`config.mk`:
```
export PLATFORM = sky130hd
export DESIGN_NAME = mem_port_arbiter_flat
export DESIGN_NICKNAME = d
export VERILOG_FILES = /design/src/rtl/mem_port_arbiter_if.sv /design/src/rtl/mem_port_arbiter.sv /design/src/flat_wrapper.sv
export SDC_FILE = /design/constraint.sdc
export NUM_CORES = 1
export LEC_CHECK = 0
export ABC_AREA = 1
export BUFFER_PORTS_ARGS = -buffer_cell sky130_fd_sc_hd__buf_2
export CAP_MARGIN = 20
export CORE_MARGIN = 4
export CORE_UTILIZATION = 39
export CTS_CLUSTER_DIAMETER = 120
export DETAILED_ROUTE_END_ITERATION = 10
export PLACE_DENSITY = 0.78
export SYNTH_ARGS = -nofsm -noshare
export SYNTH_HDL_FRONTEND = slang
export SYNTH_SLANG_ARGS = --single-unit
```
`constraint.sdc`:
```
create_clock -name clk -period 1.25 [get_ports clk]
set_input_delay 0.0625 -clock clk [delete_from_list [all_inputs] [get_ports clk]]
set_output_delay 0.0625 -clock clk [all_outputs]
set_load 0.05 [all_outputs]
```
`src/rtl/mem_port_arbiter_if.sv`:
```
// Requester-side bus of mem_port_arbiter: two request/grant ports (A = DMA, B = CPU)
// with per-requester read-data return.
interface mem_port_arbiter_if #(
  parameter int ADDR_WIDTH = 11,
  parameter int DATA_WIDTH = 8
);
  logic                  a_req;
  logic                  a_we;
  logic [ADDR_WIDTH-1:0] a_addr;
  logic [DATA_WIDTH-1:0] a_wdata;
  logic                  a_gnt;
  logic                  a_rvalid;
  logic [DATA_WIDTH-1:0] a_rdata;

  logic                  b_req;
  logic                  b_we;
  logic [ADDR_WIDTH-1:0] b_addr;
  logic [DATA_WIDTH-1:0] b_wdata;
  logic                  b_gnt;
  logic                  b_rvalid;
  logic [DATA_WIDTH-1:0] b_rdata;

  modport master (
    output a_req, a_we, a_addr, a_wdata,
    output b_req, b_we, b_addr, b_wdata,
    input  a_gnt, a_rvalid, a_rdata,
    input  b_gnt, b_rvalid, b_rdata
  );

  modport slave (
    input  a_req, a_we, a_addr, a_wdata,
    input  b_req, b_we, b_addr, b_wdata,
    output a_gnt, a_rvalid, a_rdata,
    output b_gnt, b_rvalid, b_rdata
  );
endinterface

```
`src/rtl/mem_port_arbiter.sv`:
```
// Shares a simple-dual-port RAM (1 write, 1 registered 2-cycle read port) between a
// high-priority DMA (A) and a CPU (B) with starvation guard and optional post-reset zero-fill.
module mem_port_arbiter #(
  parameter int DATA_WIDTH     = 8,
  parameter int RAM_DEPTH      = 2048,
  parameter int ADDR_WIDTH     = 11,
  parameter int MAX_WAIT       = 4,
  parameter int CLEAR_ON_RESET = 1
) (
  input  logic                  clk,
  input  logic                  reset,
  mem_port_arbiter_if.slave     bus,
  output logic [ADDR_WIDTH-1:0] ram_addrW,
  output logic [DATA_WIDTH-1:0] ram_Din,
  output logic                  ram_we,
  output logic [ADDR_WIDTH-1:0] ram_addrR,
  output logic                  ram_enR,
  output logic                  ram_regceb,
  output logic                  ram_rstb,
  input  logic [DATA_WIDTH-1:0] ram_Dout,
  output logic                  init_done
);

  localparam int WAIT_W = (MAX_WAIT < 1) ? 1 : $clog2(MAX_WAIT + 1);
  localparam logic [ADDR_WIDTH-1:0] LAST_ADDR = ADDR_WIDTH'(RAM_DEPTH - 1);

  typedef enum logic {ST_INIT, ST_RUN} state_t;

  state_t                state, state_nxt;
  logic [ADDR_WIDTH-1:0] clr_addr;
  logic [WAIT_W-1:0]     b_wait;
  logic [1:0]            tag_vld;
  logic [1:0]            tag_own_b;

  logic run, b_prio;
  logic a_w, a_r, b_w, b_r;
  logic wr_a, wr_b, rd_a, rd_b;

  assign run    = (state == ST_RUN);
  assign b_prio = (b_wait >= WAIT_W'(MAX_WAIT));

  assign a_w = bus.a_req &  bus.a_we;
  assign a_r = bus.a_req & ~bus.a_we;
  assign b_w = bus.b_req &  bus.b_we;
  assign b_r = bus.b_req & ~bus.b_we;

  // Each slot is arbitrated on its own: B takes a contested slot only once starved.
  assign wr_b = run & b_w & (~a_w | b_prio);
  assign wr_a = run & a_w & ~wr_b;
  assign rd_b = run & b_r & (~a_r | b_prio);
  assign rd_a = run & a_r & ~rd_b;

  always_ff @(posedge clk) begin
    if (reset) begin
      state     <= (CLEAR_ON_RESET != 0) ? ST_INIT : ST_RUN;
      clr_addr  <= '0;
      b_wait    <= '0;
      tag_vld   <= '0;
      tag_own_b <= '0;
    end else begin
      state     <= state_nxt;
      tag_vld   <= {tag_vld[0], rd_a | rd_b};
      tag_own_b <= {tag_own_b[0], rd_b};
      if (state == ST_INIT)
        clr_addr <= clr_addr + 1'b1;
      if (!bus.b_req || bus.b_gnt)
        b_wait <= '0;
      else if (run && (b_wait < WAIT_W'(MAX_WAIT)))
        b_wait <= b_wait + 1'b1;
    end
  end

  always_comb begin
    state_nxt  = state;
    bus.a_gnt  = 1'b0;
    bus.b_gnt  = 1'b0;
    ram_we     = 1'b0;
    ram_addrW  = '0;
    ram_Din    = '0;
    ram_enR    = 1'b0;
    ram_addrR  = '0;
    case (state)
      ST_INIT: begin
        ram_we    = 1'b1;
        ram_addrW = clr_addr;
        if (clr_addr == LAST_ADDR)
          state_nxt = ST_RUN;
      end
      ST_RUN: begin
        bus.a_gnt = wr_a | rd_a;
        bus.b_gnt = wr_b | rd_b;
        ram_we    = wr_a | wr_b;
        ram_addrW = wr_b ? bus.b_addr  : bus.a_addr;
        ram_Din   = wr_b ? bus.b_wdata : bus.a_wdata;
        ram_enR   = rd_a | rd_b;
        ram_addrR = rd_b ? bus.b_addr  : bus.a_addr;
      end
    endcase
  end

  assign bus.a_rvalid = tag_vld[1] & ~tag_own_b[1];
  assign bus.b_rvalid = tag_vld[1] &  tag_own_b[1];
  assign bus.a_rdata  = ram_Dout;
  assign bus.b_rdata  = ram_Dout;

  assign ram_regceb = 1'b1;
  assign ram_rstb   = reset;
  assign init_done  = run;

endmodule
```
`src/flat_wrapper.sv`:
```
// flat-port wrapper written by rule: the top's interface ports become plain ports
module mem_port_arbiter_flat 
#(
  parameter int DATA_WIDTH     = 8,
  parameter int RAM_DEPTH      = 2048,
  parameter int ADDR_WIDTH     = 11,
  parameter int MAX_WAIT       = 4,
  parameter int CLEAR_ON_RESET = 1
)
  (clk, reset, ram_addrW, ram_Din, ram_we, ram_addrR, ram_enR, ram_regceb, ram_rstb, ram_Dout, init_done, bus_a_req, bus_a_we, bus_a_addr, bus_a_wdata, bus_b_req, bus_b_we, bus_b_addr, bus_b_wdata, bus_a_gnt, bus_a_rvalid, bus_a_rdata, bus_b_gnt, bus_b_rvalid, bus_b_rdata);
  mem_port_arbiter_if #(.ADDR_WIDTH(ADDR_WIDTH), .DATA_WIDTH(DATA_WIDTH)) bus_i ();
  input  logic clk;
  input  logic reset;
  output logic [ADDR_WIDTH-1:0] ram_addrW;
  output logic [DATA_WIDTH-1:0] ram_Din;
  output logic ram_we;
  output logic [ADDR_WIDTH-1:0] ram_addrR;
  output logic ram_enR;
  output logic ram_regceb;
  output logic ram_rstb;
  input  logic [DATA_WIDTH-1:0] ram_Dout;
  output logic init_done;
  input wire logic [$bits(bus_i.a_req)-1:0] bus_a_req;
  input wire logic [$bits(bus_i.a_we)-1:0] bus_a_we;
  input wire logic [$bits(bus_i.a_addr)-1:0] bus_a_addr;
  input wire logic [$bits(bus_i.a_wdata)-1:0] bus_a_wdata;
  input wire logic [$bits(bus_i.b_req)-1:0] bus_b_req;
  input wire logic [$bits(bus_i.b_we)-1:0] bus_b_we;
  input wire logic [$bits(bus_i.b_addr)-1:0] bus_b_addr;
  input wire logic [$bits(bus_i.b_wdata)-1:0] bus_b_wdata;
  output wire logic [$bits(bus_i.a_gnt)-1:0] bus_a_gnt;
  output wire logic [$bits(bus_i.a_rvalid)-1:0] bus_a_rvalid;
  output wire logic [$bits(bus_i.a_rdata)-1:0] bus_a_rdata;
  output wire logic [$bits(bus_i.b_gnt)-1:0] bus_b_gnt;
  output wire logic [$bits(bus_i.b_rvalid)-1:0] bus_b_rvalid;
  output wire logic [$bits(bus_i.b_rdata)-1:0] bus_b_rdata;
  assign bus_i.a_req = bus_a_req;
  assign bus_i.a_we = bus_a_we;
  assign bus_i.a_addr = bus_a_addr;
  assign bus_i.a_wdata = bus_a_wdata;
  assign bus_i.b_req = bus_b_req;
  assign bus_i.b_we = bus_b_we;
  assign bus_i.b_addr = bus_b_addr;
  assign bus_i.b_wdata = bus_b_wdata;
  assign bus_a_gnt = bus_i.a_gnt;
  assign bus_a_rvalid = bus_i.a_rvalid;
  assign bus_a_rdata = bus_i.a_rdata;
  assign bus_b_gnt = bus_i.b_gnt;
  assign bus_b_rvalid = bus_i.b_rvalid;
  assign bus_b_rdata = bus_i.b_rdata;
  mem_port_arbiter #(.DATA_WIDTH(DATA_WIDTH), .RAM_DEPTH(RAM_DEPTH), .ADDR_WIDTH(ADDR_WIDTH), .MAX_WAIT(MAX_WAIT), .CLEAR_ON_RESET(CLEAR_ON_RESET)) u_core (.clk(clk), .reset(reset), .bus(bus_i), .ram_addrW(ram_addrW), .ram_Din(ram_Din), .ram_we(ram_we), .ram_addrR(ram_addrR), .ram_enR(ram_enR), .ram_regceb(ram_regceb), .ram_rstb(ram_rstb), .ram_Dout(ram_Dout), .init_done(init_done));
endmodule
```
==> impl_metrics.json <==
{
  "run_status": "finished with violations",
  "violations": "setup timing",
  "synth_most_common_cell": "nor2_1",
  "final-hold-violation-count": 0,
  "setup_viol": 42,
  "h-tree-depth": 1,
  "ys_types": 26,
  "ys_warn_count": 0,
  "grt_usage_pct": 21.3,
  "numPortBuffers": 81,
  "synth_seq_cells": 19,
  "diodes": 0,
  "yosysTopAreaCell": "dfxtp_1",
  "clk_latency_ns": 0.26,
  "antenna_found_initial": 0,
  "vias": 2465,
  "num_rows": 23,
  "power_frac_clock_pct": 30.5,
  "ys_seq_area_share_pct": 22.8,
  "path_clk_slew_ns": 0.07,
  "swShare_pct": 31.7,
  "yosysTopAreaCellShare_pct": 22.8,
  "regArea_um2": 385,
  "powerDensity_nw_per_um2": 446,
  "p_switching_mw": 0.456,
  "drv_cap": 0,
  "p_seq_share_pct": 43.2,
  "drtPass1Iterations": 5,
  "async_flop_share_pct": 0,
  "drive_gt1_share_pct": 59.3,
  "rsz0062_at_grt": "true",
  "drt-vias-per-instance": 5.72,
  "synth.area.top_cells": "dfxtp_1 23%, nor2_1 13%, nand2_1 11%, buf_4 9.0%, inv_1 8.3%",
  "ioPinCount": 107,
  "root_buffer": "clkbuf_8",
  "p_int_mw": 0.981,
  "worst_setup_path_start_kind": "register",
  "die_y_um": 73.4,
  "synth_edf_count": 0,
  "finClkSkew_ns": 0.00386,
  "dpl.cell_count": 408,
  "syn-instance-count": 287,
  "ant_nets": 0,
  "synth_area_um2": 1670,
  "timing.final.ws_setup_ns": -0.372,
  "gr-total-overflow": 0,
  "drtIter0Drc": 203,
  "worstPathArrival_ns": 1.56,
  "hold_buffers": 0,
  "final_cells": 431,
  "maxSlewViolCount": 0,
  "hpwl_mm": 3.94,
  "drc": 0,
  "grt_pass1_vias": 2103,
  "crit_path_end_kind": "output pin",
  "critPathKind": "register to output pin",
  "p_leak_nw": 1.40,
  "place_congestion": 0.928,
  "syn_to_final_growth_pct": 93.0,
  "postPlaceCellArea_um2": 2330,
  "start_util_pct": 41.2,
  "power.share.combinational_pct": 26.3,
  "p_total_mw": 1.44,
  "grt_first_pass_wirelength_mm": 9.14,
  "syn_area_per_cell_um2": 5.82,
  "fin_area_um2": 3220,
  "cts_tree": "built",
  "hold_ws_ns": 0.0813,
  "final_core_util_pct": 79.5,
  "cp.required_ns": 1.19,
  "dieArea_um2": 5390,
  "max_freq_ghz": 0.617,
  "cpMostUsedCell": "nand2_4",
  "clk_path_buf_depth": 2,
  "layout_worst_path_cycle_share_pct": 130,
  "multi_input_area_um2": 1520,
  "wire_per_inst_um": 19.7,
  "r2r_setup_slack_ns": -0.10,
  "die_x_um": 73.4,
  "path_cells": "nand2_4, nor2_2, nand2_4, buf_6, o21ai_2, nor2_4, buf_4",
  "ir_drop_v": 0.000588,
  "synthTopCellsByCount": "58 x nor2_1, 51 x nand2_1, 37 x inv_1",
  "hp-class": "input pin to register",
  "finalNetCount": 437,
  "synth_top_flop_cell": "dfxtp_1",
  "min_period_ns": 1.62,
  "slowest_stage": "dfxtp_4",
  "grt_max_degree": 39,
  "n_fill_cell": 201,
  "core_um2": 4060,
  "cts.sink_count": 19,
  "totalWireLength_mm": 8.49,
  "critPathMaxStageDelay_ns": 0.36,
  "numCtsBuffers": 3,
  "path_max_fanout": 6,
  "synthesis.nets": 342
}
## metal layers
layer,global-route usage (%),up-vias,wire (um)
li1,-,1076,-
met1,23.7,1140,2930
met2,39.6,190,4290
met3,2.74,59,729
met4,9.46,0,540
met5,0,-,0
## registers in the layout, indices dropped and copies added, names as in the netlist
name / flops
u_core.tag_own_b: 2
u_core.init_done: 1
u_core.clr_addr: 11
u_core.tag_vld: 2
u_core.b_wait: 3
## path summary, 6_finish.rpt
path                            start             endpoint  cells past startpoint
setup / recovery     u_core.init_done         ram_addrR[1]                      7
setup reg to reg     u_core.init_done   u_core.clr_addr[9]                      9
hold reg to reg   u_core.tag_own_b[0]  u_core.tag_own_b[1]                      2
hold / removal                  reset   u_core.clr_addr[0]                      2
## stage by stage
step	TNS (ns)	worst slack [ns]
3_5_place_dp	-4.32	-0.187
4_1_cts	-8.40	-0.279
2_1_floorplan	-0.628	-0.0552
3_3_place_gp	-3.46	-0.146
5_1_grt	-12.15	-0.514
6_report	-9.87	-0.372
## final cells by class
class	count	share of cell area, %
timing repair buffer	119	31.2
tap	50	1.94
clock buffer	4	1.40
multi-input combinational	198	47.0
timing repair inverter	1	0.504
sequential	19	12.0
inverter	40	6.01
## power by group through the flow
stage               registers [mW]  logic, mW  clock network [mW]
global placement             0.631      0.263                   0
global route                 0.621      0.395               0.450
CTS                          0.617      0.311               0.439
floorplan                    0.632      0.288                   0
finish                       0.621      0.378               0.439
detailed placement           0.631      0.265                   0
## kinds of logic (layout without fill, tap and decap cells)
| group | Yosys count | after routing | share of synthesized area, % |
|---|---|---|---|
| other | 1 | 1 | 0.225 |
| DFF | 19 | 19 | 22.8 |
| adders and majority gates | 3 | 3 | 2.25 |
| xor gates and xnor gates | 1 | 1 | 0.524 |
| AOI/OAI and AO/OA | 39 | 39 | 11.8 |
| and+or+nand+nor | 154 | 154 | 40.1 |
| buffers and inverters | 70 | 164 | 22.3 |
## placed cells by master (no fill, tap or decap), types with 2 or more instances in the layout
cell type	instances
clkbuf_16	2
ha_1	2
inv_1	36
o21ai_1	2
dfxtp_1	17
o21ai_2	14
nor2_2	3
buf_2	47
nand3b_1	5
nor2_1	29
clkbuf_8	3
a21oi_2	2
nand3_1	13
nor2_4	29
o21ai_4	9
clkinv_8	2
a21oi_1	8
buf_8	10
nand3_4	2
buf_6	23
buf_4	35
nand2_2	10
nand3_2	13
nand2_1	33
nand4_1	4
nand2_4	11
o21ai_0	3
## what timing repair did
| item | CTS | global route |
|---|---|---|
| setup buffers | 1 | 15 |
| endpoints found under the setup margin | 41 | 41 |
| pin swaps | 3 | 8 |
| cloned | 0 | 3 |
| resized for setup | 128 | 53 |
## critical path, delay by kind of cell (launching register included)
kind            cells  cell delay (ns)
simple gates        4             0.37
buf+inv             2             0.35
flops               1             0.36
compound gates      1             0.21
No activity file was read; power rests on OpenSTA's default activity.
